## src/rtl/ram_req_ctrl.sv

```systemverilog
// Request/response front-end for a single-port RAM with registered read data.
// Clears the RAM after reset, then issues requests in order and returns read data through a 2-entry buffer.
module ram_req_ctrl #(
    parameter int                    ADDR_WIDTH  = 4,
    parameter int                    DATA_WIDTH  = 8,
    parameter logic [DATA_WIDTH-1:0] CLEAR_VALUE = '0
) (
    input  logic                  clk,
    input  logic                  rst,
    input  logic                  req_valid,
    output logic                  req_ready,
    input  logic                  req_we,
    input  logic [ADDR_WIDTH-1:0] req_addr,
    input  logic [DATA_WIDTH-1:0] req_wdata,
    output logic                  rsp_valid,
    input  logic                  rsp_ready,
    output logic [DATA_WIDTH-1:0] rsp_rdata,
    output logic                  init_busy,
    output logic                  ram_we,
    output logic [ADDR_WIDTH-1:0] ram_addr,
    output logic [DATA_WIDTH-1:0] ram_din,
    input  logic [DATA_WIDTH-1:0] ram_dout
);

    // Both channels are valid/ready: a transfer happens on a rising edge where valid and ready are both high;
    // valid and its payload hold until that edge, and ready never depends on the same-cycle valid.

    localparam logic [ADDR_WIDTH-1:0] LAST_ADDR = {ADDR_WIDTH{1'b1}};

    typedef enum logic {
        INIT = 1'b0,
        RUN  = 1'b1
    } state_t;

    state_t                  state;
    logic [ADDR_WIDTH-1:0]   init_cnt;

    logic                    inflight;
    logic [DATA_WIDTH-1:0]   fifo_mem [2];
    logic                    wr_ptr;
    logic                    rd_ptr;
    logic [1:0]              fifo_cnt;

    logic                    running;
    logic [1:0]              outstanding;
    logic                    pop;
    logic                    push;
    logic                    acc;
    logic                    rd_acc;

    assign running     = (state == RUN);
    assign outstanding = {1'b0, inflight} + fifo_cnt;
    assign rsp_valid   = (fifo_cnt != 2'd0);
    assign rsp_rdata   = fifo_mem[rd_ptr];
    assign pop         = rsp_valid & rsp_ready;
    // A same-cycle pop frees a slot, so a full buffer still takes one request per cycle.
    assign req_ready   = running & ((outstanding < 2'd2) | pop);
    assign acc         = req_valid & req_ready;
    assign rd_acc      = acc & ~req_we;
    // Data for the read issued last cycle is on ram_dout now.
    assign push        = inflight;

    always_comb begin
        ram_we   = acc & req_we;
        ram_addr = req_addr;
        ram_din  = req_wdata;
        if (state == INIT) begin
            ram_we   = ~rst;
            ram_addr = init_cnt;
            ram_din  = CLEAR_VALUE;
        end
    end

    always_ff @(posedge clk or posedge rst) begin
        if (rst) begin
            state     <= INIT;
            init_cnt  <= '0;
            init_busy <= 1'b1;
        end else begin
            case (state)
                INIT: begin
                    init_cnt <= init_cnt + 1'b1;
                    if (init_cnt == LAST_ADDR) begin
                        state     <= RUN;
                        init_busy <= 1'b0;
                    end
                end
                RUN: begin
                    state <= RUN;
                end
                default: begin
                    state <= INIT;
                end
            endcase
        end
    end

    always_ff @(posedge clk or posedge rst) begin
        if (rst) begin
            inflight <= 1'b0;
            wr_ptr   <= 1'b0;
            rd_ptr   <= 1'b0;
            fifo_cnt <= 2'd0;
            for (int i = 0; i < 2; i++) begin
                fifo_mem[i] <= '0;
            end
        end else begin
            inflight <= rd_acc;
            if (push) begin
                fifo_mem[wr_ptr] <= ram_dout;
                wr_ptr           <= ~wr_ptr;
            end
            if (pop) begin
                rd_ptr <= ~rd_ptr;
            end
            case ({push, pop})
                2'b10:   fifo_cnt <= fifo_cnt + 2'd1;
                2'b01:   fifo_cnt <= fifo_cnt - 2'd1;
                default: fifo_cnt <= fifo_cnt;
            endcase
        end
    end

endmodule

```

## config.mk

```make
export PLATFORM = sky130hd
export DESIGN_NAME = ram_req_ctrl
export DESIGN_NICKNAME = d
export VERILOG_FILES = /design/src/rtl/ram_req_ctrl.sv
export SDC_FILE = /design/constraint.sdc
export NUM_CORES = 1
export LEC_CHECK = 0
export ABC_CLOCK_PERIOD_IN_PS = 3200
export CORE_MARGIN = 1.5
export CORE_UTILIZATION = 46
export CTS_CLUSTER_DIAMETER = 100
export DETAILED_ROUTE_END_ITERATION = 10
export GPL_TIMING_DRIVEN = 0
export PLACE_DENSITY = 0.91
export SYNTH_ARGS = -nofsm -noshare
export SYNTH_HDL_FRONTEND = slang
export SYNTH_SLANG_ARGS = --single-unit
```

## constraint.sdc

```tcl
create_clock -name clk -period 3.2 [get_ports clk]
set_clock_uncertainty 0.05 [all_clocks]
set_input_delay 0.64 -clock clk [delete_from_list [all_inputs] [get_ports clk]]
set_output_delay 0.64 -clock clk [all_outputs]
set_load 0.005 [all_outputs]
```

# --- Yosys cells after proc, flatten, opt, wreduce, memory -nomap -nowiden ---
# Index checks and enable logic that the tools add are counted.
# W data, S select, Z words.
word_totals:
  input_bits: 25
  regBits: 27
op_classes:
  n_addsub: 4
  bitwise_logic: 13
  reduce_logical: 4
  n_lt_le_gt_ge: 4
  muxes: 12
  n_eq_ne: 3
ops:
  columns: ["op", "n"]
  rows:
  - ["$mux W8", 5]
  - ["$bwmux W16", 1]
  - ["$demux W8 S1", 1]
  - ["$and A1 B1 Y1", 5]
  - ["$not A1 Y1", 5]
  - ["$add A4 B1 Y4 const B", 1]
  - ["$eq A4 B4 Y1 const B", 1]
  - ["$ge A2 B2 Y1 const B", 2]
  - ["$mux W4", 1]
  - ["$not A1 Y2", 2]
  - ["$pmux W2 S2", 1]
  - ["$reduce_bool A2 Y1", 2]
  - ["$add A1 B2 Y2", 1]
  - ["$add A2 B1 Y2 const B", 1]
  - ["$eq A2 B1 Y1 const B", 1]
  - ["$eq A2 B2 Y1 const B", 1]
  - ["$lt A2 B1 Y1 const B", 1]
  - ["$lt A2 B2 Y1 const B", 1]
  - ["$mux W1", 2]
  - ["$pmux W1 S2", 1]
  - ["$reduce_and A2 Y1", 1]
  - ["$sub A2 B1 Y2 const B", 1]
  - ["$logic_and A1 B1 Y1", 1]
  - ["$or A1 B1 Y1", 1]

# --- Depth between registers and ports, before layout ---
# Gate-level depths: netlist of run 1.
logic_depth:
  depth_word: 7
  mapped_depth: 6
  ltp_nobuf: 6

# --- Worst setup path before layout of run 1 ---
# No wires, ideal clock.
synth_timing:
  path_kind: "input port to output port"
  startpoint: "in rst"
  endpoint: "out ram_we"
  n_path_buf: 0
  path_stages: 2
  setup_slack_ns: 1.063
  t_arrival_ns: 1.447
  required_ns: 2.510
  cell_sequence: "inv_1 > a32o_2"
synth_between:
  elab_chain_cells: 2
synth_lines:
  columns: ["item", "line", "source"]
  rows:
  - ["start: declaration", "9", "input logic rst,"]
  - ["$not A1 Y1", "68", "ram_we = ~rst;"]
  - ["$mux W1", "67", "if (state == INIT) begin"]
  - ["end: declaration", "19", "output logic ram_we,"]
# No other way between the ends.

# --- Final worst setup path of run 1 ---
layout_timing:
  startpoint: "in rsp_ready"
  endpoint: "out ram_we"
layout_between:
  elab_chain_cells: 6
layout_lines:
  columns: ["item", "line", "source"]
  rows:
  - ["start: declaration", "16", "input logic rsp_ready,"]
  - ["$and A1 B1 Y1", "55", "assign pop = rsp_valid & rsp_ready;"]
  - ["$or A1 B1 Y1", "57", "assign req_ready = running & ((outstanding < 2'd2) | pop);"]
  - ["$and A1 B1 Y1", "57", null]
  - ["$and A1 B1 Y1", "58", "assign acc = req_valid & req_ready;"]
  - ["$and A1 B1 Y1", "64", "ram_we = acc & req_we;"]
  - ["$mux W1", "67", null]
# No other way between the ends.

==> summary.txt, run 1 <==
Finish
  – ANT cells: 0
  – Net count, final: 179
  – Register area: 676.9 um2
  – Layout cells sized above 1: 0.2715
  – FILL cells: 175
  – Multi-input gate area: 588.1 um2
  – Syn-to-layout area delta: 43.33%

Synthesis
  – Distinct cells, synth: 23
  – Synthesized flop and latch total: 27
  – Cell with the most instances after synthesis: mux2_2
  – Net Count, Synth: 125
  – Mapped cell area: 1285 um2
  – Async set or reset register ratio after synthesis: 1.000
  – Synth top cells by count: mux2_2 (28), dfrtp_1 (26), and2_1 (9)
  – Ys flop type: dfrtp_1
  – Synth Instances: 98
  – Synth top area share: 0.5063
  – Post-synth EDFFs: 0
  – YS warnings: 0
  – Syn avg cell area: 13.11 um2
  – Synth area leader: dfrtp_1
  – Area contributors post-synth: dfrtp_1 (51%), mux2_2 (25%), and2_1 (4.4%), xnor2_1 (3.4%), nand2_1 (2.3%)
  – Sequential fraction of the synthesis area: 0.5268

Timing
  – Relative slew slack: 0.5638
  – RSZ-0062 raised after global routing: false
  – Highest Clock Rate: 0.3302 GHz
  – Final Cycle Share: 0.9463
  – Hold slack: 424.4 ps
  – Final Hold Fails: 0
  – Max-slew violation count: 0
  – Fin crit period: 3028 ps
  – Final Setup Violations: 0
  – Worst Tran Pin Value: 650.8 ps

Routing
  – Total number of vias: 927
  – Max Used Layer: met3
  – DR vias/cell: 5.122
  – M1 WL: 1.108 mm
  – Met3 WL: 115 um
  – DR WL met2: 1.313 mm
  – Drt drc: 0
  – WL/cell: 14.02 um
  – Wirelength, routed: 2.537 mm
  – Initial DRC count: 15
  – ANT nets after route: 0
  – Drt first pass iters: 3

Place
  – DP Wirelength: 1.881 mm
  – IO buf count: 48
  – Gp weighted congestion: 0.7395

Clock tree
  – PostCTS Resize Cnt: 1
  – # H-tree levels: 1
  – CTS Buf Count: 3
  – Clock latency on the worst-skew pair: 330 ps
  – Hold Buf Count CTS: 0
  – Clock transition at path regs: 160 ps
  – Clock Tree Root: clkbuf_4
  – Clk buf depth: 2
  – Buffer count from post-CTS setup fixing: 0
  – CTS sink cnt: 27
  – TritonCTS clock tree: yes

GRT
  – Vias in the first global route: 1040
  – Largest net degree at the start of global routing: 17
  – First-pass GRT wire length: 4.547 mm
  – Grt ovf: 0
  – Initial antenna violation count: 0
  – Total Routing Usage GR: 0.1810

Worst hold path
  – HP Start: init_busy
  – Hold depth: 1
  – Hold Path Class: register to register
  – Worst Hold Path EP: init_busy

Critical path
  – Worst Path Required: 2510 ps
  – Crit Reg-Reg Startpoint: fifo_cnt[0]
  – Worst R2R Setup Slack: 1490 ps
  – Setup crit start kind: primary input
  – CP max FO: 3
  – R2r worst-path depth: 5
  – Critical path class: primary input to primary output
  – Reg-to-reg endpoint: fifo_cnt[1]
  – Critical Path AT: 2340 ps
  – Crit. End Element: primary output

Pwr
  – NetSw: 0.0003573 W
  – Total leakage power: 0.7655 nW
  – Sequential power share: 0.429
  – Peak supply drop: 0.6150 mV
  – Internal Pwr Total: 0.0009199 W
  – Comb power frac: 0.452
  – Overall power: 0.001277 W
  – Sw frac: 0.2797
  – Pwr dens: 693.4 nW/um2
  – Clock power share: 0.119

Floorplan
  – Die Ht: 55.86 um
  – Row count: 18
  – Initial core utilization: 0.5005
  – Core Region: 2567 um2
  – Full die area: 3120 um2
  – Boundary Pins: 49
  – Width of the chip: 55.86 um

Status
  – Run status: finished clean

Run
  – Max cap viols: 0
[power by group through the flow]
stage / sequential, W / combinational [W] / clock (W)
finish: 0.000548 / 0.000578 / 0.000151
global route: 0.000571 / 0.000632 / 0.000166
CTS: 0.000549 / 0.000588 / 0.000152
detailed placement: 0.000557 / 0.000583 / 0
global placement: 0.000542 / 0.000569 / 0
floorplan: 0.000533 / 0.000326 / 0
[state kept, by name, indices dropped and copies added, names as in the netlist]
signal	count
fifo_cnt	2
inflight	1
rd_ptr	1
wr_ptr	1
init_busy	1
running	1
fifo_mem	16
init_cnt	4
[critical path, cell delays in order]
cell and delay [ps]:
clkdlybuf4s50_1 490, and4bb_1 230, a211oi_2 260, a32o_2 210
clkdlybuf4s50_1 510
[placed cells by master, fill, tap and decap left out, types with 2 or more instances in the layout]
| cell | n |
|---|---|
| and2_1 | 9 |
| dfrtp_1 | 26 |
| nand2_1 | 8 |
| mux2_2 | 28 |
| xnor2_1 | 5 |
| clkinvlp_4 | 2 |
| clkbuf_4 | 3 |
| clkdlybuf4s50_1 | 48 |
| ha_1 | 2 |
| xor2_1 | 3 |
[area by class of cell]
cell class	instances	share of cell area
plain buffers	2	0.004755
clock buffers	3	0.01223
clock inverters	1	0.004076
inverters	3	0.008152
multi-input cells	66	0.3193
flip-flops and latches	27	0.3675
well taps	30	0.02038
repair buffers	48	0.2609
repair inverters	1	0.002717
[per-layer routing]
metal | GRT usage | up-vias
met4 | 0.04082 | 0
met5 | 0 | -
li1 | - | 444
met3 | 0.03721 | 0
met2 | 0.3180 | 27
met1 | 0.2303 | 456
[stage by stage]
step                      setup WS, ps  TNS (ps)  utilization  instance area [um2]  std cells
after floorplan                   1063         0            -                 1285         98
after global placement          -12.99    -12.99       0.7022                 1803        176
after detailed placement        -84.23    -84.23       0.7022                 1803        176
after CTS                        123.3         0       0.7173                 1842        181
after global routing             64.59         0       0.7173                 1842        181
final                            171.9         0       0.7173                 1842        181
[worst max path at each step]
stage              start      to  slack, ps  cells past startpoint
3_3_place_gp         rst  ram_we        -10                      4
4_1_cts              rst  ram_we        120                      4
3_5_place_dp         rst  ram_we        -80                      4
5_1_grt              rst  ram_we         60                      4
6_report       rsp_ready  ram_we        170                      5
2_1_floorplan        rst  ram_we       1060                      2
[kinds of logic after synthesis]
group,Yosys count,synth area share
and+or+nand+nor,25,0.1139
xor gates and xnor gates,8,0.05453
AOI/OAI and AO/OA,3,0.02434
buffers and inverters,5,0.01557
DFF,27,0.5268
adders and majority gates,2,0.01947
muxes,28,0.2454
No activity file was read; power rests on OpenSTA's default activity.
==> run 2: changes to the inputs <==
--- a/config.mk
+++ b/config.mk
@@ -9,6 +9,7 @@
 export CORE_MARGIN = 1.5
 export CORE_UTILIZATION = 46
 export CTS_CLUSTER_DIAMETER = 100
+export CTS_CLUSTER_SIZE = 12
 export DETAILED_ROUTE_END_ITERATION = 10
 export GPL_TIMING_DRIVEN = 0
 export PLACE_DENSITY = 0.91
==> results of run 2 <==
Final layout, timing and power as in run 1 (identical DEF).
